===== src/rtl/decode_pkg.sv =====
// Shared constants for the decode stage: opcodes, fixed registers, ALU codes and halt FSM states.
package decode_pkg;

  localparam int unsigned OP_ADD         = 0;
  localparam int unsigned OP_SUB         = 1;
  localparam int unsigned OP_MOV         = 2;
  localparam int unsigned OP_IMM         = 3;
  localparam int unsigned OP_SETQ        = 4;
  localparam int unsigned OP_CNTDEC      = 5;
  localparam int unsigned OP_BGTE        = 8;
  localparam int unsigned OP_BLTZ        = 9;
  localparam int unsigned OP_BEZ         = 10;
  localparam int unsigned OP_BE          = 11;
  localparam int unsigned OP_BNE         = 12;
  localparam int unsigned OP_JMP         = 13;
  localparam int unsigned OP_LD          = 22;
  localparam int unsigned OP_ST          = 23;
  localparam int unsigned OP_HALT        = 26;
  localparam int unsigned OP_ILLEGAL_MIN = 27;

  localparam int unsigned REG_ADR  = 4;
  localparam int unsigned REG_MATH = 5;
  localparam int unsigned REG_CNT  = 7;

  localparam int unsigned ALU_ADD  = 0;
  localparam int unsigned ALU_SUB  = 1;
  localparam int unsigned ALU_BGTE = 4;
  localparam int unsigned ALU_BLTZ = 5;
  localparam int unsigned ALU_BEZ  = 6;
  localparam int unsigned ALU_BE   = 7;
  localparam int unsigned ALU_BNE  = 8;

  typedef enum logic {
    RUN    = 1'b0,
    HALTED = 1'b1
  } state_t;

  // ALU compare code for a conditional-branch opcode (0 for anything else).
  function automatic int unsigned branch_alu(input int unsigned op);
    case (op)
      OP_BGTE: return ALU_BGTE;
      OP_BLTZ: return ALU_BLTZ;
      OP_BEZ:  return ALU_BEZ;
      OP_BE:   return ALU_BE;
      OP_BNE:  return ALU_BNE;
      default: return 0;
    endcase
  endfunction

endpackage


===== src/rtl/instr_decoder.sv =====
// Purely combinational opcode decode; every field not driven by an opcode stays 0.
module instr_decoder
  import decode_pkg::*;
#(
  parameter int unsigned INSTR_W = 9,
  parameter int unsigned OPC_W   = 5,
  parameter int unsigned REG_W   = 4,
  parameter int unsigned ALUOP_W = 4
) (
  input  logic [INSTR_W-1:0] instr,
  output logic [REG_W-1:0]   rd_reg0,
  output logic [REG_W-1:0]   rd_reg1,
  output logic [REG_W-1:0]   wr_reg,
  output logic               wr_en,
  output logic               move,
  output logic               immediate,
  output logic               set_quarter,
  output logic               branch,
  output logic               jump_sign,
  output logic [ALUOP_W-1:0] alu_op,
  output logic               mem_to_reg,
  output logic               mem_write,
  output logic [1:0]         reg_to_mem,
  output logic               uses_rd0,
  output logic               uses_rd1,
  output logic               is_halt,
  output logic               is_illegal
);

  logic [OPC_W-1:0] opcode;
  logic [REG_W-1:0] fld_a;
  logic [REG_W-1:0] fld_b;

  assign opcode = instr[INSTR_W-1 -: OPC_W];
  assign fld_a  = REG_W'(instr[3:2]);
  assign fld_b  = REG_W'(instr[1:0]);

  always_comb begin
    rd_reg0     = '0;
    rd_reg1     = '0;
    wr_reg      = '0;
    wr_en       = 1'b0;
    move        = 1'b0;
    immediate   = 1'b0;
    set_quarter = 1'b0;
    branch      = 1'b0;
    jump_sign   = 1'b0;
    alu_op      = '0;
    mem_to_reg  = 1'b0;
    mem_write   = 1'b0;
    reg_to_mem  = '0;
    uses_rd0    = 1'b0;
    uses_rd1    = 1'b0;
    is_halt     = 1'b0;
    is_illegal  = (opcode >= OPC_W'(OP_ILLEGAL_MIN));
    case (opcode)
      OPC_W'(OP_ADD), OPC_W'(OP_SUB): begin
        rd_reg0  = fld_a;
        rd_reg1  = REG_W'(REG_MATH);
        wr_reg   = fld_b;
        wr_en    = 1'b1;
        alu_op   = (opcode == OPC_W'(OP_SUB)) ? ALUOP_W'(ALU_SUB) : ALUOP_W'(ALU_ADD);
        uses_rd0 = 1'b1;
        uses_rd1 = 1'b1;
      end
      OPC_W'(OP_MOV): begin
        rd_reg0  = fld_a;
        wr_reg   = fld_b;
        wr_en    = 1'b1;
        move     = 1'b1;
        uses_rd0 = 1'b1;
      end
      OPC_W'(OP_IMM): begin
        wr_reg    = REG_W'(REG_MATH);
        wr_en     = 1'b1;
        immediate = 1'b1;
      end
      OPC_W'(OP_SETQ): set_quarter = 1'b1;
      OPC_W'(OP_CNTDEC): begin
        rd_reg0  = REG_W'(REG_CNT);
        wr_reg   = REG_W'(REG_CNT);
        wr_en    = 1'b1;
        alu_op   = ALUOP_W'(ALU_SUB);
        uses_rd0 = 1'b1;
      end
      OPC_W'(OP_BGTE), OPC_W'(OP_BLTZ), OPC_W'(OP_BEZ), OPC_W'(OP_BE), OPC_W'(OP_BNE): begin
        rd_reg0  = fld_a;
        rd_reg1  = fld_b;
        branch   = 1'b1;
        alu_op   = ALUOP_W'(branch_alu(32'(opcode)));
        uses_rd0 = 1'b1;
        uses_rd1 = 1'b1;
      end
      OPC_W'(OP_JMP): begin
        branch    = 1'b1;
        jump_sign = instr[3];
        alu_op    = ALUOP_W'(ALU_BE);
      end
      OPC_W'(OP_LD): begin
        rd_reg0    = fld_a;
        rd_reg1    = REG_W'(REG_ADR);
        wr_reg     = fld_b;
        wr_en      = 1'b1;
        mem_to_reg = 1'b1;
        uses_rd0   = 1'b1;
        uses_rd1   = 1'b1;
      end
      OPC_W'(OP_ST): begin
        rd_reg0    = fld_a;
        rd_reg1    = REG_W'(REG_ADR);
        reg_to_mem = instr[1:0];
        mem_write  = 1'b1;
        uses_rd0   = 1'b1;
        uses_rd1   = 1'b1;
      end
      OPC_W'(OP_HALT): is_halt = 1'b1;
      default: ;
    endcase
  end

endmodule


===== src/rtl/decode_stage.sv =====
// Decode pipeline stage: registered control bundle, load-use bubble, flush and halt/resume.
module decode_stage
  import decode_pkg::*;
#(
  parameter int unsigned INSTR_W = 9,
  parameter int unsigned OPC_W   = 5,
  parameter int unsigned REG_W   = 4,
  parameter int unsigned ALUOP_W = 4,
  parameter int unsigned CNT_W   = 16
) (
  input  logic               clk,
  input  logic               rst_n,
  input  logic               in_valid,
  output logic               in_ready,
  input  logic [INSTR_W-1:0] instr,
  input  logic               flush,
  input  logic               resume,
  output logic               out_valid,
  input  logic               out_ready,
  output logic [REG_W-1:0]   rd_reg0,
  output logic [REG_W-1:0]   rd_reg1,
  output logic [REG_W-1:0]   wr_reg,
  output logic               wr_en,
  output logic               move,
  output logic               immediate,
  output logic               set_quarter,
  output logic               branch,
  output logic               jump_sign,
  output logic [ALUOP_W-1:0] alu_op,
  output logic               mem_to_reg,
  output logic               mem_write,
  output logic [1:0]         reg_to_mem,
  output logic               halted,
  output logic               illegal,
  output logic [CNT_W-1:0]   stall_cnt
);

  typedef struct packed {
    logic [REG_W-1:0]   rd_reg0;
    logic [REG_W-1:0]   rd_reg1;
    logic [REG_W-1:0]   wr_reg;
    logic               wr_en;
    logic               move;
    logic               immediate;
    logic               set_quarter;
    logic               branch;
    logic               jump_sign;
    logic [ALUOP_W-1:0] alu_op;
    logic               mem_to_reg;
    logic               mem_write;
    logic [1:0]         reg_to_mem;
  } bundle_t;

  bundle_t dec_b, bund_q;
  state_t  state_q, state_d;
  logic    uses_rd0, uses_rd1, is_halt, is_illegal;
  logic    hazard, space, run, accept, bubble;

  instr_decoder #(
    .INSTR_W(INSTR_W), .OPC_W(OPC_W), .REG_W(REG_W), .ALUOP_W(ALUOP_W)
  ) u_dec (
    .instr(instr),
    .rd_reg0(dec_b.rd_reg0), .rd_reg1(dec_b.rd_reg1), .wr_reg(dec_b.wr_reg),
    .wr_en(dec_b.wr_en), .move(dec_b.move), .immediate(dec_b.immediate),
    .set_quarter(dec_b.set_quarter), .branch(dec_b.branch), .jump_sign(dec_b.jump_sign),
    .alu_op(dec_b.alu_op), .mem_to_reg(dec_b.mem_to_reg), .mem_write(dec_b.mem_write),
    .reg_to_mem(dec_b.reg_to_mem),
    .uses_rd0(uses_rd0), .uses_rd1(uses_rd1), .is_halt(is_halt), .is_illegal(is_illegal)
  );

  // Load-use: the held load's destination is a source of the offered instruction.
  assign hazard = in_valid & out_valid & bund_q.mem_to_reg &
                  ((uses_rd0 & (dec_b.rd_reg0 == bund_q.wr_reg)) |
                   (uses_rd1 & (dec_b.rd_reg1 == bund_q.wr_reg)));
  assign run      = (state_q == RUN);
  assign space    = ~out_valid | out_ready;
  assign in_ready = rst_n & (flush | (space & ~hazard & run));
  assign accept   = in_valid & in_ready & ~flush;
  assign bubble   = hazard & out_ready & ~flush & run;

  always_ff @(posedge clk or negedge rst_n) begin
    if (!rst_n) begin
      out_valid <= 1'b0;
      bund_q    <= '0;
    end else if (flush) begin
      out_valid <= 1'b0;
      bund_q    <= '0;
    end else if (accept) begin
      out_valid <= ~(is_halt | is_illegal);
      bund_q    <= (is_halt | is_illegal) ? '0 : dec_b;
    end else if (out_ready) begin
      out_valid <= 1'b0;
      bund_q    <= '0;
    end
  end

  always_ff @(posedge clk or negedge rst_n) begin
    if (!rst_n) begin
      illegal   <= 1'b0;
      stall_cnt <= '0;
    end else begin
      if (accept && is_illegal) illegal <= 1'b1;
      if (bubble && (stall_cnt != '1)) stall_cnt <= stall_cnt + CNT_W'(1);
    end
  end

  always_ff @(posedge clk or negedge rst_n) begin
    if (!rst_n) state_q <= RUN;
    else        state_q <= state_d;
  end

  always_comb begin
    state_d = state_q;
    case (state_q)
      RUN:     if (accept && is_halt) state_d = HALTED;
      HALTED:  if (resume) state_d = RUN;
      default: state_d = RUN;
    endcase
  end

  always_comb begin
    halted = 1'b0;
    if (state_q == HALTED) halted = 1'b1;
  end

  assign rd_reg0     = bund_q.rd_reg0;
  assign rd_reg1     = bund_q.rd_reg1;
  assign wr_reg      = bund_q.wr_reg;
  assign wr_en       = bund_q.wr_en;
  assign move        = bund_q.move;
  assign immediate   = bund_q.immediate;
  assign set_quarter = bund_q.set_quarter;
  assign branch      = bund_q.branch;
  assign jump_sign   = bund_q.jump_sign;
  assign alu_op      = bund_q.alu_op;
  assign mem_to_reg  = bund_q.mem_to_reg;
  assign mem_write   = bund_q.mem_write;
  assign reg_to_mem  = bund_q.reg_to_mem;

endmodule


===== config.mk =====
export PLATFORM = sky130hd
export DESIGN_NAME = decode_stage
export DESIGN_NICKNAME = d
export VERILOG_FILES = /design/src/rtl/decode_pkg.sv /design/src/rtl/instr_decoder.sv /design/src/rtl/decode_stage.sv
export SDC_FILE = /design/constraint.sdc
export NUM_CORES = 1
export LEC_CHECK = 0
export BUFFER_PORTS_ARGS = -buffer_cell sky130_fd_sc_hd__buf_2
export CAP_MARGIN = 5
export CORE_MARGIN = 5
export CORE_UTILIZATION = 30
export DETAILED_ROUTE_END_ITERATION = 8
export GPL_TIMING_DRIVEN = 1
export PLACE_DENSITY = 0.58
export SYNTH_ARGS = -nofsm -noshare
export SYNTH_HDL_FRONTEND = slang
export SYNTH_SLANG_ARGS = --single-unit

===== constraint.sdc =====
create_clock -name clk -period 7.45 [get_ports clk]
set_input_delay 1.49 -clock clk [delete_from_list [all_inputs] [get_ports clk]]
set_output_delay 1.49 -clock clk [all_outputs]
set_load 0.02 [all_outputs]

==> impl_metrics.tcl <==
set metrics [dict create \
    antenna_found_initial 0 \
    period_minus_slack_ps 5120 \
    viasPerCell 5.18 \
    internal-power_mw 0.352 \
    ys_types 47 \
    diodes 0 \
    synth_area_sq_um 2400 \
    track_usage 0.135 \
    die_h_um 99.5 \
    coreArea_sq_um 7770 \
    clkPwrFrac 0.383 \
    ant_nets 0 \
    grt_overflow 0 \
    dp.final_hpwl_um 4780 \
    combPwrFrac 0.139 \
    post-cts-setup-buffers 0 \
    route.vias.total 2172 \
    initial_core_util 0.309 \
    hold_class "flop to flop" \
    grt_pass1_wl_um 10800 \
    gp_congestion 0.834 \
    setup_ws_ps 2330 \
    status "finished clean" \
    worstPathArrival_ps 3630 \
    switching_power_mw 0.139 \
    cts_max_path_buffers 2 \
    drtIter0Drc 86 \
    place_ws_ps 2360 \
    syn_to_final_growth_pct 18.5 \
    die_area_sq_um 9900 \
    num-fill-cells 823 \
    p_sw_frac 0.284 \
    synth_top_flop_cell "dfrtp_1" \
    ys_ff_latch 42 \
    powerDensity_nw_per_um2 172 \
    die_w_um 99.5 \
    crit_type "input pin to primary output" \
    cts.repair.resized 0 \
    wl_per_cell_um 15.8 \
    syn_area_per_cell_sq_um 9.00 \
    whs_ps 493 \
    cts_hold_buf 0 \
    fin_nets 332 \
    port_buffers 57 \
    root_buffer "clkbuf_8" \
    crit_required_ps 5960 \
    clock_skew_ps 14.1 \
    ys_seq_area_frac 0.438 \
    synth_most_common_cell "dfrtp_1" \
    irDropWorstVdd_mv 0.0651 \
    yosysTopAreaCellShare 0.438 \
    maxSlewViolCount 0 \
    slew-limit-headroom 0.625 \
    drc 0 \
    cp-end-kind "primary output" \
    cts_max_level 2 \
    firstDrtPassIters 4 \
    cp-start-kind "input pin" \
    ios 61 \
    post-route-period-util 0.687 \
    cts_tree "done" \
    worstMarginPinSlew_ps 562 \
    yosys-top-cells-count "dfrtp_1, nand3_1, nand2_1" \
    drv_cap 0 \
    synth_area_leaders "dfrtp_1, nand3_1, xnor2_1" \
    cts_num_sinks 42 \
    grt_pass1_vias 2119 \
    grt_max_degree 50 \
    layout-drive-gt1-share 0.233 \
    clk_latency_ps 300 \
    async_flop_share 1.00 \
    ys_warn_count 0 \
    top_register "stall_cnt" \
    largest_reg_flops 16 \
    p_seq_frac 0.478 \
    max_freq_mhz 195 \
    utilization 0.366 \
    worst-path-max-fanout 24 \
    synth_edf_count 0 \
    clk_pin_slew_ps 90 \
    finalSetupViolations 0 \
    cts_buffers 5 \
    synth_top_area_cell "dfrtp_1" \
    hold_viol_final 0 \
    fp-row-count 32 \
    rsz0062_at_grt "no" \
    syn_inst 267 \
    p_leak_nw 1.31 \
    setup_tns_ps 0 \
    drt_wl_total_um 6600 \
]
## layout make-up
| class | count | area (sq um) | area share |
|---|---|---|---|
| timing repair buffer | 60 | 308 | 0.108 |
| clock inverter | 3 | 43.8 | 0.0154 |
| multi-input combinational | 201 | 1220 | 0.430 |
| tap | 102 | 128 | 0.0448 |
| sequential | 42 | 1050 | 0.369 |
| clock buffer | 5 | 68.8 | 0.0242 |
| inverter | 6 | 22.5 | 0.00791 |
## metal layers
layer	vias to the layer above	global-route usage	share of wire
met5	-	0	0
met4	0	0.0462	0.014
met3	10	0.0358	0.063
met2	66	0.211	0.46
met1	1038	0.181	0.47
li1	1058	-	-
## placed cells by master, fill, tap and decap left out, types with 2 or more instances in the layout
cell type | Yosys | final
nor2_1 | 15 | 15
xnor2_1 | 14 | 14
o21ai_0 | 18 | 18
a31o_1 | 3 | 3
o211ai_1 | 2 | 2
a21oi_1 | 13 | 13
dfrtp_1 | 42 | 42
nor3_1 | 6 | 6
conb_1 | 1 | 3
nand3_1 | 29 | 29
and4_1 | 2 | 2
nand4_1 | 10 | 10
nand2_1 | 24 | 24
nor4_1 | 2 | 2
inv_1 | 6 | 6
and3_1 | 4 | 4
buf_4 | 4 | 3
clkbuf_8 | 0 | 5
nor2b_1 | 3 | 3
buf_2 | 5 | 57
or2_2 | 2 | 2
and2_1 | 4 | 4
nand2b_1 | 6 | 6
o31ai_1 | 10 | 10
a211oi_1 | 3 | 3
o21bai_1 | 2 | 2
xor2_1 | 7 | 7
o41ai_1 | 2 | 2
## logic make-up (layout without fill, tap and decap cells)
| family | after synthesis | count (layout) | share of synthesized area |
|---|---|---|---|
| XOR/XNOR | 21 | 21 | 0.0766 |
| buffers and inverters | 26 | 74 | 0.0557 |
| AO/OA/AOI/OAI | 61 | 61 | 0.171 |
| AND/OR/NAND/NOR | 114 | 114 | 0.247 |
| adder cells (fa/ha/maj) | 1 | 1 | 0.00521 |
| other | 1 | 3 | 0.00156 |
| multiplexers | 1 | 1 | 0.00469 |
| flip-flops | 42 | 42 | 0.438 |
## power groups by stage
stage          Combinational [mW]  Clock (mW)  Sequential (mW)
4_1_cts                    0.0687       0.197            0.235
5_1_grt                    0.0766       0.203            0.235
2_1_floorplan              0.0425           0            0.244
3_5_place_dp               0.0686           0            0.239
6_report                   0.0682       0.188            0.235
3_3_place_gp               0.0684           0            0.239
## critical path, stage by stage
cell      delay (ps)
buf_2            330
nand2b_1         190
or3_1            390
or3b_1           370
a32o_1           310
and2_1           180
a21oi_1          150
nor2b_1           70
buf_2            160
## stage by stage
step                      std cells  cell area [sq um]  total power, mW
after floorplan                 269               2410            0.286
after CTS                       419               2850            0.500
after detailed placement        411               2730            0.308
final                           419               2850            0.491
after global routing            419               2850            0.515
after global placement          411               2730            0.307
## path summary, 6_finish.rpt
check	from	to	slack, ps	cells past startpoint
min in group asynchronous	rst_n	set_quarter	1260	2
setup reg to reg	wr_reg[2]	branch	5030	8
hold reg to reg	illegal	illegal	490	1
setup / recovery	instr[6]	in_ready	2330	9
hold / removal	illegal	illegal	490	1
max in group asynchronous	rst_n	alu_op[1]	5800	2
Power figures use the tool's default switching activity.
